<file path="config.mk">
export PLATFORM = sky130hd
export DESIGN_NAME = dac_sample_feeder_flat
export DESIGN_NICKNAME = d
export VERILOG_FILES = /design/src/rtl/dac_sample_feeder_if.sv /design/src/rtl/dac_sample_feeder.sv /design/src/flat_wrapper.sv
export SDC_FILE = /design/constraint.sdc
export NUM_CORES = 1
export LEC_CHECK = 0
export ABC_AREA = 1
export CAP_MARGIN = 20
export CORE_MARGIN = 3
export CORE_UTILIZATION = 55
export DETAILED_ROUTE_END_ITERATION = 8
export PLACE_DENSITY = 0.71
export SLEW_MARGIN = 20
export SYNTH_ARGS = -nofsm -noshare
export SYNTH_HDL_FRONTEND = slang
export SYNTH_SLANG_ARGS = --single-unit
</file>
<file path="constraint.sdc">
create_clock -name clk -period 6.6 [get_ports clk]
set_input_delay 1.65 -clock clk [delete_from_list [all_inputs] [get_ports clk]]
set_output_delay 1.65 -clock clk [all_outputs]
set_load 0.01 [all_outputs]
</file>
<file path="src/rtl/dac_sample_feeder_if.sv">
`default_nettype none
// ============================================================================
// Module      : dac_sample_feeder_if
// Description : Host/serializer-facing bundle of the DAC sample feeder.
//               master modport = host and waveform logic (pushes samples,
//               controls pacing); slave modport = the feeder itself.
// Signals     : wr_en/wr_data (sample push), full/level (FIFO status),
//               enable (pacing run), latch/value (to DAC serializer),
//               underrun/underrun_clr (sticky empty-period flag).
// Revision    : 1.0 - initial release
// ============================================================================
interface dac_sample_feeder_if #(
    parameter int FIFO_AW = 4
);
    logic              wr_en;
    logic [15:0]       wr_data;
    logic              full;
    logic [FIFO_AW:0]  level;
    logic              enable;
    logic              latch;
    logic [15:0]       value;
    logic              underrun;
    logic              underrun_clr;

    modport master (
        output wr_en, wr_data, enable, underrun_clr,
        input  full, level, latch, value, underrun
    );

    modport slave (
        input  wr_en, wr_data, enable, underrun_clr,
        output full, level, latch, value, underrun
    );
endinterface
`default_nettype wire

</file>
<file path="src/rtl/dac_sample_feeder.sv">
`default_nettype none
// ============================================================================
// Module      : dac_sample_feeder
// Description : Buffers 16-bit DAC samples in a first-word-fall-through FIFO
//               and releases one per RATE_DIV clock cycles as a single-cycle
//               latch pulse with a stable value for the AD5061 serializer.
//               A sample period that ends with the FIFO empty sets a sticky
//               underrun flag.
// Ports       : clk, reset (sync, active-high)
//               bus (dac_sample_feeder_if.slave):
//                 wr_en, wr_data  -> sample push (dropped while full)
//                 full, level     <- FIFO status
//                 enable          -> pacing run / hold
//                 latch, value    <- serializer strobe and sample
//                 underrun        <- sticky empty-period flag
//                 underrun_clr    -> clears underrun (set wins)
// Options     : DAC_FEEDER_REPEAT_EN - on an empty period, pulse latch with
//               the previous value so the DAC frame cadence is preserved.
// Revision    : 1.0 - initial release
// ============================================================================
module dac_sample_feeder #(
    parameter int          FIFO_AW   = 4,
    parameter int          RATE_DIV  = 100,
    parameter logic [15:0] RST_VALUE = 16'h0000
) (
    input  wire logic          clk,
    input  wire logic          reset,
    dac_sample_feeder_if.slave bus
);
    localparam int DEPTH = 1 << FIFO_AW;
    localparam int CNT_W = (RATE_DIV > 1) ? $clog2(RATE_DIV) : 1;
    localparam logic [CNT_W-1:0] RELOAD = CNT_W'(RATE_DIV - 1);

    logic [CNT_W-1:0]  cnt_q, cnt_d;
    logic [FIFO_AW:0]  wr_cnt_q, wr_cnt_d;
    logic [FIFO_AW:0]  rd_cnt_q, rd_cnt_d;
    logic [15:0]       value_q, value_d;
    logic              latch_q, latch_d;
    logic              underrun_q, underrun_d;
    logic [15:0]       mem_q [DEPTH];

    logic              tick;
    logic              empty;
    logic              full;
    logic              push;
    logic              pop;
    logic [FIFO_AW:0]  level;

    always_comb begin
        // Counts are one bit wider than the pointers, so the difference is
        // the true occupancy 0..DEPTH even after the pointers wrap.
        level = wr_cnt_q - rd_cnt_q;
        empty = (level == '0);
        full  = level[FIFO_AW];

        tick  = bus.enable && (cnt_q == '0);
        if (!bus.enable) begin
            cnt_d = RELOAD;
        end else if (tick) begin
            cnt_d = RELOAD;
        end else begin
            cnt_d = cnt_q - 1'b1;
        end

        // Acceptance looks only at this cycle's full, so a write arriving in
        // the same cycle as a pop from a full FIFO is still dropped.
        push = bus.wr_en && !full;
        // An empty FIFO is judged before this cycle's write lands.
        pop  = tick && !empty;

        wr_cnt_d = wr_cnt_q + (FIFO_AW + 1)'(push);
        rd_cnt_d = rd_cnt_q + (FIFO_AW + 1)'(pop);

        value_d = pop ? mem_q[rd_cnt_q[FIFO_AW-1:0]] : value_q;
`ifdef DAC_FEEDER_REPEAT_EN
        latch_d = tick;
`else
        latch_d = pop;
`endif

        underrun_d = underrun_q;
        if (bus.underrun_clr) begin
            underrun_d = 1'b0;
        end
        if (tick && empty) begin
            underrun_d = 1'b1;
        end
    end

    always_ff @(posedge clk) begin
        if (reset) begin
            cnt_q      <= RELOAD;
            wr_cnt_q   <= '0;
            rd_cnt_q   <= '0;
            value_q    <= RST_VALUE;
            latch_q    <= 1'b0;
            underrun_q <= 1'b0;
        end else begin
            cnt_q      <= cnt_d;
            wr_cnt_q   <= wr_cnt_d;
            rd_cnt_q   <= rd_cnt_d;
            value_q    <= value_d;
            latch_q    <= latch_d;
            underrun_q <= underrun_d;
        end
    end

    // Storage needs no reset: the pointers alone define which entries are live.
    always_ff @(posedge clk) begin
        if (push) begin
            mem_q[wr_cnt_q[FIFO_AW-1:0]] <= bus.wr_data;
        end
    end

    assign bus.full     = full;
    assign bus.level    = level;
    assign bus.latch    = latch_q;
    assign bus.value    = value_q;
    assign bus.underrun = underrun_q;

endmodule
`default_nettype wire
</file>
<file path="src/flat_wrapper.sv">
// flat-port wrapper written by rule: the top's interface ports become plain ports
module dac_sample_feeder_flat 
#(
    parameter int          FIFO_AW   = 4,
    parameter int          RATE_DIV  = 100,
    parameter logic [15:0] RST_VALUE = 16'h0000
)
  (clk, reset, bus_wr_en, bus_wr_data, bus_enable, bus_underrun_clr, bus_full, bus_level, bus_latch, bus_value, bus_underrun);
  dac_sample_feeder_if #(.FIFO_AW(FIFO_AW)) bus_i ();
  input  wire logic clk;
  input  wire logic reset;
  input wire logic [$bits(bus_i.wr_en)-1:0] bus_wr_en;
  input wire logic [$bits(bus_i.wr_data)-1:0] bus_wr_data;
  input wire logic [$bits(bus_i.enable)-1:0] bus_enable;
  input wire logic [$bits(bus_i.underrun_clr)-1:0] bus_underrun_clr;
  output wire logic [$bits(bus_i.full)-1:0] bus_full;
  output wire logic [$bits(bus_i.level)-1:0] bus_level;
  output wire logic [$bits(bus_i.latch)-1:0] bus_latch;
  output wire logic [$bits(bus_i.value)-1:0] bus_value;
  output wire logic [$bits(bus_i.underrun)-1:0] bus_underrun;
  assign bus_i.wr_en = bus_wr_en;
  assign bus_i.wr_data = bus_wr_data;
  assign bus_i.enable = bus_enable;
  assign bus_i.underrun_clr = bus_underrun_clr;
  assign bus_full = bus_i.full;
  assign bus_level = bus_i.level;
  assign bus_latch = bus_i.latch;
  assign bus_value = bus_i.value;
  assign bus_underrun = bus_i.underrun;
  dac_sample_feeder #(.FIFO_AW(FIFO_AW), .RATE_DIV(RATE_DIV), .RST_VALUE(RST_VALUE)) u_core (.clk(clk), .reset(reset), .bus(bus_i));
endmodule
</file>
==> results of run 1 <==
path summary, 6_finish.rpt:
check | start | end
hold reg to reg | u_core.cnt_q[0]$_SDFF_PP1_ | u_core.cnt_q[0]$_SDFF_PP1_
setup / recovery | u_core.rd_cnt_q[2]$_SDFF_PP0_ | bus_full
hold / removal | u_core.cnt_q[0]$_SDFF_PP1_ | u_core.cnt_q[0]$_SDFF_PP1_
setup reg to reg | u_core.rd_cnt_q[2]$_SDFF_PP0_ | u_core.mem_q[10][4]$_DFFE_PP_
layout by cell type (no fill, tap or decap):
cell type / count
or2_2: 3
nor2_1: 88
dfxtp_4: 1
o21ai_0: 15
clkbuf_16: 31
clkinv_2: 4
xor2_1: 1
dfxtp_2: 1
clkdlybuf4s50_1: 44
inv_1: 91
edfxtp_1: 256
clkinv_1: 10
nand2_1: 574
fa_1: 1
nand2_2: 1
bufinv_16: 4
nor3_1: 1
a21oi_1: 10
or2_1: 2
clkinvlp_4: 2
o21ai_1: 6
nor2_2: 10
nand3_1: 75
ha_1: 10
dfxtp_1: 33
buf_4: 13
clkinv_4: 1
clkbuf_1: 4
nand4_1: 2
xnor2_1: 3
power by group:
group / leakage, nW / total [mW] / switching [mW] / internal (mW)
Clock: 0.470 / 1.68 / 0.675 / 1.00
Combinational: 2.63 / 0.118 / 0.0827 / 0.0353
Sequential: 2.60 / 2.03 / 0.00712 / 2.03
Total: 5.70 / 3.83 / 0.765 / 3.06
cells by family after synthesis:
group / count (synthesis)
and+or+nand+nor: 756
DFF: 291
buffers and inverters: 151
AOI/OAI and AO/OA: 31
adders and majority gates: 11
xor gates and xnor gates: 4
routing by layer:
metal,share of wire (%),global-route usage [%]
met1,43,34.33
met2,47,36.98
met3,7.8,3.467
met4,2.0,6.644
met5,0,0
per-stage QoR:
| stage | setup WS [ns] | hold WS (ns) |
|---|---|---|
| after floorplan | 3.074 | 0.3661 |
| after global placement | 2.375 | 0.3756 |
| after detailed placement | 2.339 | 0.3793 |
| after CTS | 1.723 | 0.3932 |
| after global routing | 1.563 | 0.3992 |
| final | 1.763 | 0.3910 |
state kept, by name, indices dropped and copies added (netlist names):
| name | flops |
|---|---|
| u_core.bus.latch | 1 |
| u_core.bus.underrun | 1 |
| u_core.bus.value | 16 |
| u_core.cnt_q | 7 |
| u_core.mem_q | 256 |
| u_core.rd_cnt_q | 5 |
| u_core.wr_cnt_q | 5 |
layout make-up:
class	instances	area share (%)
clock buffers	35	5.677
clock inverters	17	1.329
inverters	95	2.569
multi-input cells	802	23.79
flip-flops and latches	291	60.26
well taps	280	2.515
repair buffers	57	3.863
worst max-delay path, cell delays in order (launching register included):
cell	delay, ns
dfxtp_1	0.30
buf_4	0.26
clkinv_1	0.52
ha_1	0.59
nand3_1	0.12
nand3_1	0.10
nand2_1	0.10
inv_1	0.11
clkdlybuf4s50_1	0.54
==> flow_summary.toml, run 1 <==
[sta]
setup_violations = 0
max_freq_ghz = 0.2068
tightest_slew_ns = 0.9675
finalHoldViolCount = 0
relSlewSlack_pct = 35.50
maxSlewViolCount = 0
fin_crit_ns = 4.837
rsz0062_at_grt = "no"
fin_crit_sh_pct = 73.28
clock_skew_ns = 0.01543
tns_ns = 0

[worst_setup_path]
critical_path_arrival_ns = 3.19
path_class = "reg2out"
reg2reg_slack_ns = 2.80
crit_required_ns = 4.95
crit_path_start_kind = "flop"
critPathMaxFanout = 21
cp-end-kind = "output pin"
reg2regPathDepth = 11

[min_path]
hold_path.class = "reg2reg"
min_path_cells = 1

[synthesis]
synth_fa_ha_area_share_pct = 1.177
ys_types = 26
ys_seq_elements = 291
yosys_warnings = 0
synthFlopType = "edfxtp_1"
synth_top_family_by_area = "simple AND/OR/NAND/NOR gates"
synth_top_area_share_pct = 62.32
synth_common_cells = "nand2_1 (574), edfxtp_1 (256), nor2_1 (97)"
async_flop_share_pct = 0
syn_area_um2 = 12340
syn_area_per_cell_um2 = 9.916
synth_enable_flop_cells = 256
yosysMostFrequentCell = "nand2_1"
synth_area_leaders = "edfxtp_1 (62%), nand2_1 (17%), dfxtp_1 (5.7%)"
seq_area_frac_synth_pct = 68.00
synth.area.mux_share_pct = 0
synthXorXnorAreaFrac_pct = 0.2840
yosys.area_share.simple_pct = 23.96
synth_compound_area_share_pct = 1.258
syn_inst = 1244
synth_top_cell_by_area = "edfxtp_1"
syn_nets = 1276

[clocking]
post_cts_buffers = 0
cts_buffer_depth = 3
clkSlewWorstSetupHoldPaths_ns = 0.06
cts_buffers = 30
clk_latency_ns = 0.55
ctsResizeCount = 0
clockRootBuffer = "clkbuf_16"
holdBufCountCts = 0
cts_tree = "done"
htreeDepth = 1
clock-sinks = 291

[routing]
drc = 0
wl_mm = 28.35
drtAntennaViolNets = 0
routedWlPerCell_um = 17.97
vias_per_cell = 5.304
dr_total_vias = 8364
drtIter0Drc = 1036
first_pass_iters = 5

[floorplanning]
pin_count = 45
num_rows = 54
core_area_um2 = 21960
die-area_um2 = 24260
initial_utilization_pct = 56.18
fp.dieW_um = 155.8
die_height_um = 155.8

[final_layout]
multiInputGateArea_um2 = 3313
antenna_cells = 0
fin_area_um2 = 13930
fillerInstances = 1753
final_core_util_pct = 63.43
seq_area_um2 = 8393
fin_nets = 1309
area_growth_pct = 12.91
drive_gt1_share_pct = 5.474
fin_cells = 1577

[global_route]
track_usage_pct = 23.40
grt_pass1_vias = 7776
antenna_found_initial = 0
grt_pass1_wl_mm = 43.75
grt.overflow.total = 0
grt_max_degree = 87

[power_and_ir_drop]
ir_worst_vdd_v = 0.0001891
power_mw = 3.829
power.leakage_nw = 5.698
p_per_area_nw_per_um2 = 274.9

[placement]
placedCellCount = 1525
port_buffers = 44
dpl_cell_area_um2 = 12950
hpwl_mm = 16.80
place.gp.congestion = 0.8833

[outcome]
status = "finished clean"

[run]
drv_cap = 0
(Power assumes the default switching activity.)
==> run 2, diff against run 1 <==
PLACE_DENSITY = 0.74   (was 0.71)
clock period = 4.05 ns   (was 6.6 ns; I/O delays follow)
==> flow_summary.toml, run 2 (synthesis results as in run 1) <==
[sta]
max_freq_ghz = 0.2759
tightest_slew_ns = 1.043
fin_crit_sh_pct = 89.49
fin_crit_ns = 3.624
finalHoldViolCount = 0
setup_violations = 0
tns_ns = 0
rsz0062_at_grt = "no"
maxSlewViolCount = 0
relSlewSlack_pct = 30.45
clock_skew_ns = 0.01410

[routing]
first_pass_iters = 5
drtIter0Drc = 829
drc = 0
vias_per_cell = 5.234
routedWlPerCell_um = 17.18
drtAntennaViolNets = 0
dr_total_vias = 8333
wl_mm = 27.36

[clocking]
clock-sinks = 291
clockRootBuffer = "clkbuf_16"
cts_buffers = 29
cts_tree = "done"
htreeDepth = 1
ctsResizeCount = 0
clk_latency_ns = 0.54
post_cts_buffers = 0
cts_buffer_depth = 3
holdBufCountCts = 0
clkSlewWorstSetupHoldPaths_ns = 0.06

[final_layout]
largest_register_ffs = 256
antenna_cells = 0
mostFrequentLayoutCell = "nand2_1"
seq_area_um2 = 8393
drive_gt1_share_pct = 6.250
area_growth_pct = 13.31
final_cell_mix = "nand2_1 (574), edfxtp_1 (256), inv_1 (91)"
fillerInstances = 1702
multiInputGateArea_um2 = 3311
fin_nets = 1322

[global_route]
grt.overflow.total = 0
grt_max_degree = 96
antenna_found_initial = 0
track_usage_pct = 22.40
grt_pass1_vias = 7691
grt_pass1_wl_mm = 42.07

[worst_setup_path]
crit_start = "u_core.rd_cnt_q[1]$_SDFF_PP0_"
slowest_delay_ns = 0.52
path_class = "reg2out"
crit_slowest_cell = "clkdlybuf4s50_1"
crit_end = "bus_level[3]"
critPathMaxFanout = 49
critical_path_arrival_ns = 2.61
critPathTopFamily = "buffers and inverters"
cpMostUsedCell = "nand2_1"
crit_path_cell_trace = "inv_2 -> buf_4 -> ha_1 -> nand2_1 -> nand2_1 -> nand3_1 -> nand2_1 -> inv_1 -> clkdlybuf4s50_1"
reg2regPathDepth = 12
path_buf_inv = 4
crit_cells = 9
reg2reg_slack_ns = 1.04
crit_required_ns = 3.04
reg2reg_to = "u_core.mem_q[11][3]$_DFFE_PP_"
crit_path_start_kind = "flop"
rr_startpoint = "u_core.wr_cnt_q[0]$_SDFF_PP0_"
cp-end-kind = "output pin"

[placement]
port_buffers = 44
hpwl_mm = 15.99
place.gp.congestion = 0.8607

[min_path]
hold_path.class = "reg2reg"

[floorplanning]
die_height_um = 155.8
pin_count = 45
num_rows = 54
initial_utilization_pct = 56.18
core_area_um2 = 21960
die-area_um2 = 24260
fp.dieW_um = 155.8

[power_and_ir_drop]
power.leakage_nw = 5.740
p_per_area_nw_per_um2 = 434.7
ir_worst_vdd_v = 0.0002439
power_mw = 6.077

[run]
drv_cap = 0

[outcome]
status = "finished clean"
==> run 2: changes by cell type in the layout (fill, tap and decap cells not counted), sizes merged <==
cell / delta
buf: +14
clkinvlp: +1
bufinv: -1
inv: +1
==> run 2: layout make-up <==
type / instances / share of cell area [%]
sequential: 291 / 60.05
multi-input combinational: 802 / 23.69
clock buffer: 35 / 5.353
timing repair buffer: 71 / 4.691
inverter: 95 / 2.560
tap: 280 / 2.506
clock inverter: 18 / 1.155
==> run 2: worst min path at each step <==
stage / cells past startpoint / startpoint / slack, ns / end
after floorplan: 1 / u_core.cnt_q[0]$_SDFF_PP1_ / 0.37 / u_core.cnt_q[0]$_SDFF_PP1_
after global placement: 1 / u_core.cnt_q[0]$_SDFF_PP1_ / 0.37 / u_core.cnt_q[0]$_SDFF_PP1_
after detailed placement: 1 / u_core.cnt_q[0]$_SDFF_PP1_ / 0.38 / u_core.cnt_q[0]$_SDFF_PP1_
after CTS: 1 / u_core.cnt_q[0]$_SDFF_PP1_ / 0.39 / u_core.cnt_q[0]$_SDFF_PP1_
after global routing: 1 / u_core.cnt_q[0]$_SDFF_PP1_ / 0.40 / u_core.cnt_q[0]$_SDFF_PP1_
final: 1 / u_core.cnt_q[0]$_SDFF_PP1_ / 0.40 / u_core.cnt_q[0]$_SDFF_PP1_
==> run 2: metrics by stage <==
step                setup WS, ns  util [%]  cell area (µm²)  std cells  hold WS (ns)
finish                    0.4256     63.65            13980       1592        0.3952
global route              0.2993     63.65            13980       1592        0.3973
CTS                       0.3974     63.65            13980       1592        0.3931
detailed placement        0.9768     59.51            13070       1539        0.3782
global placement          0.9777     59.51            13070       1539        0.3749
floorplan                 0.9406         -            12340       1244        0.3661
==> run 2: routing by layer <==
layer	routed length (µm)	global-route usage, %
met5	0	0
met4	815	7.401
met3	2033	3.135
met2	12940	36.90
met1	11570	31.19
==> run 2: where the power goes <==
group / switching [mW] / total, mW / internal (mW)
combinational: 0.135 / 0.193 / 0.0585
clock: 1.07 / 2.57 / 1.50
sequential: 0.0115 / 3.31 / 3.30
total: 1.22 / 6.08 / 4.86
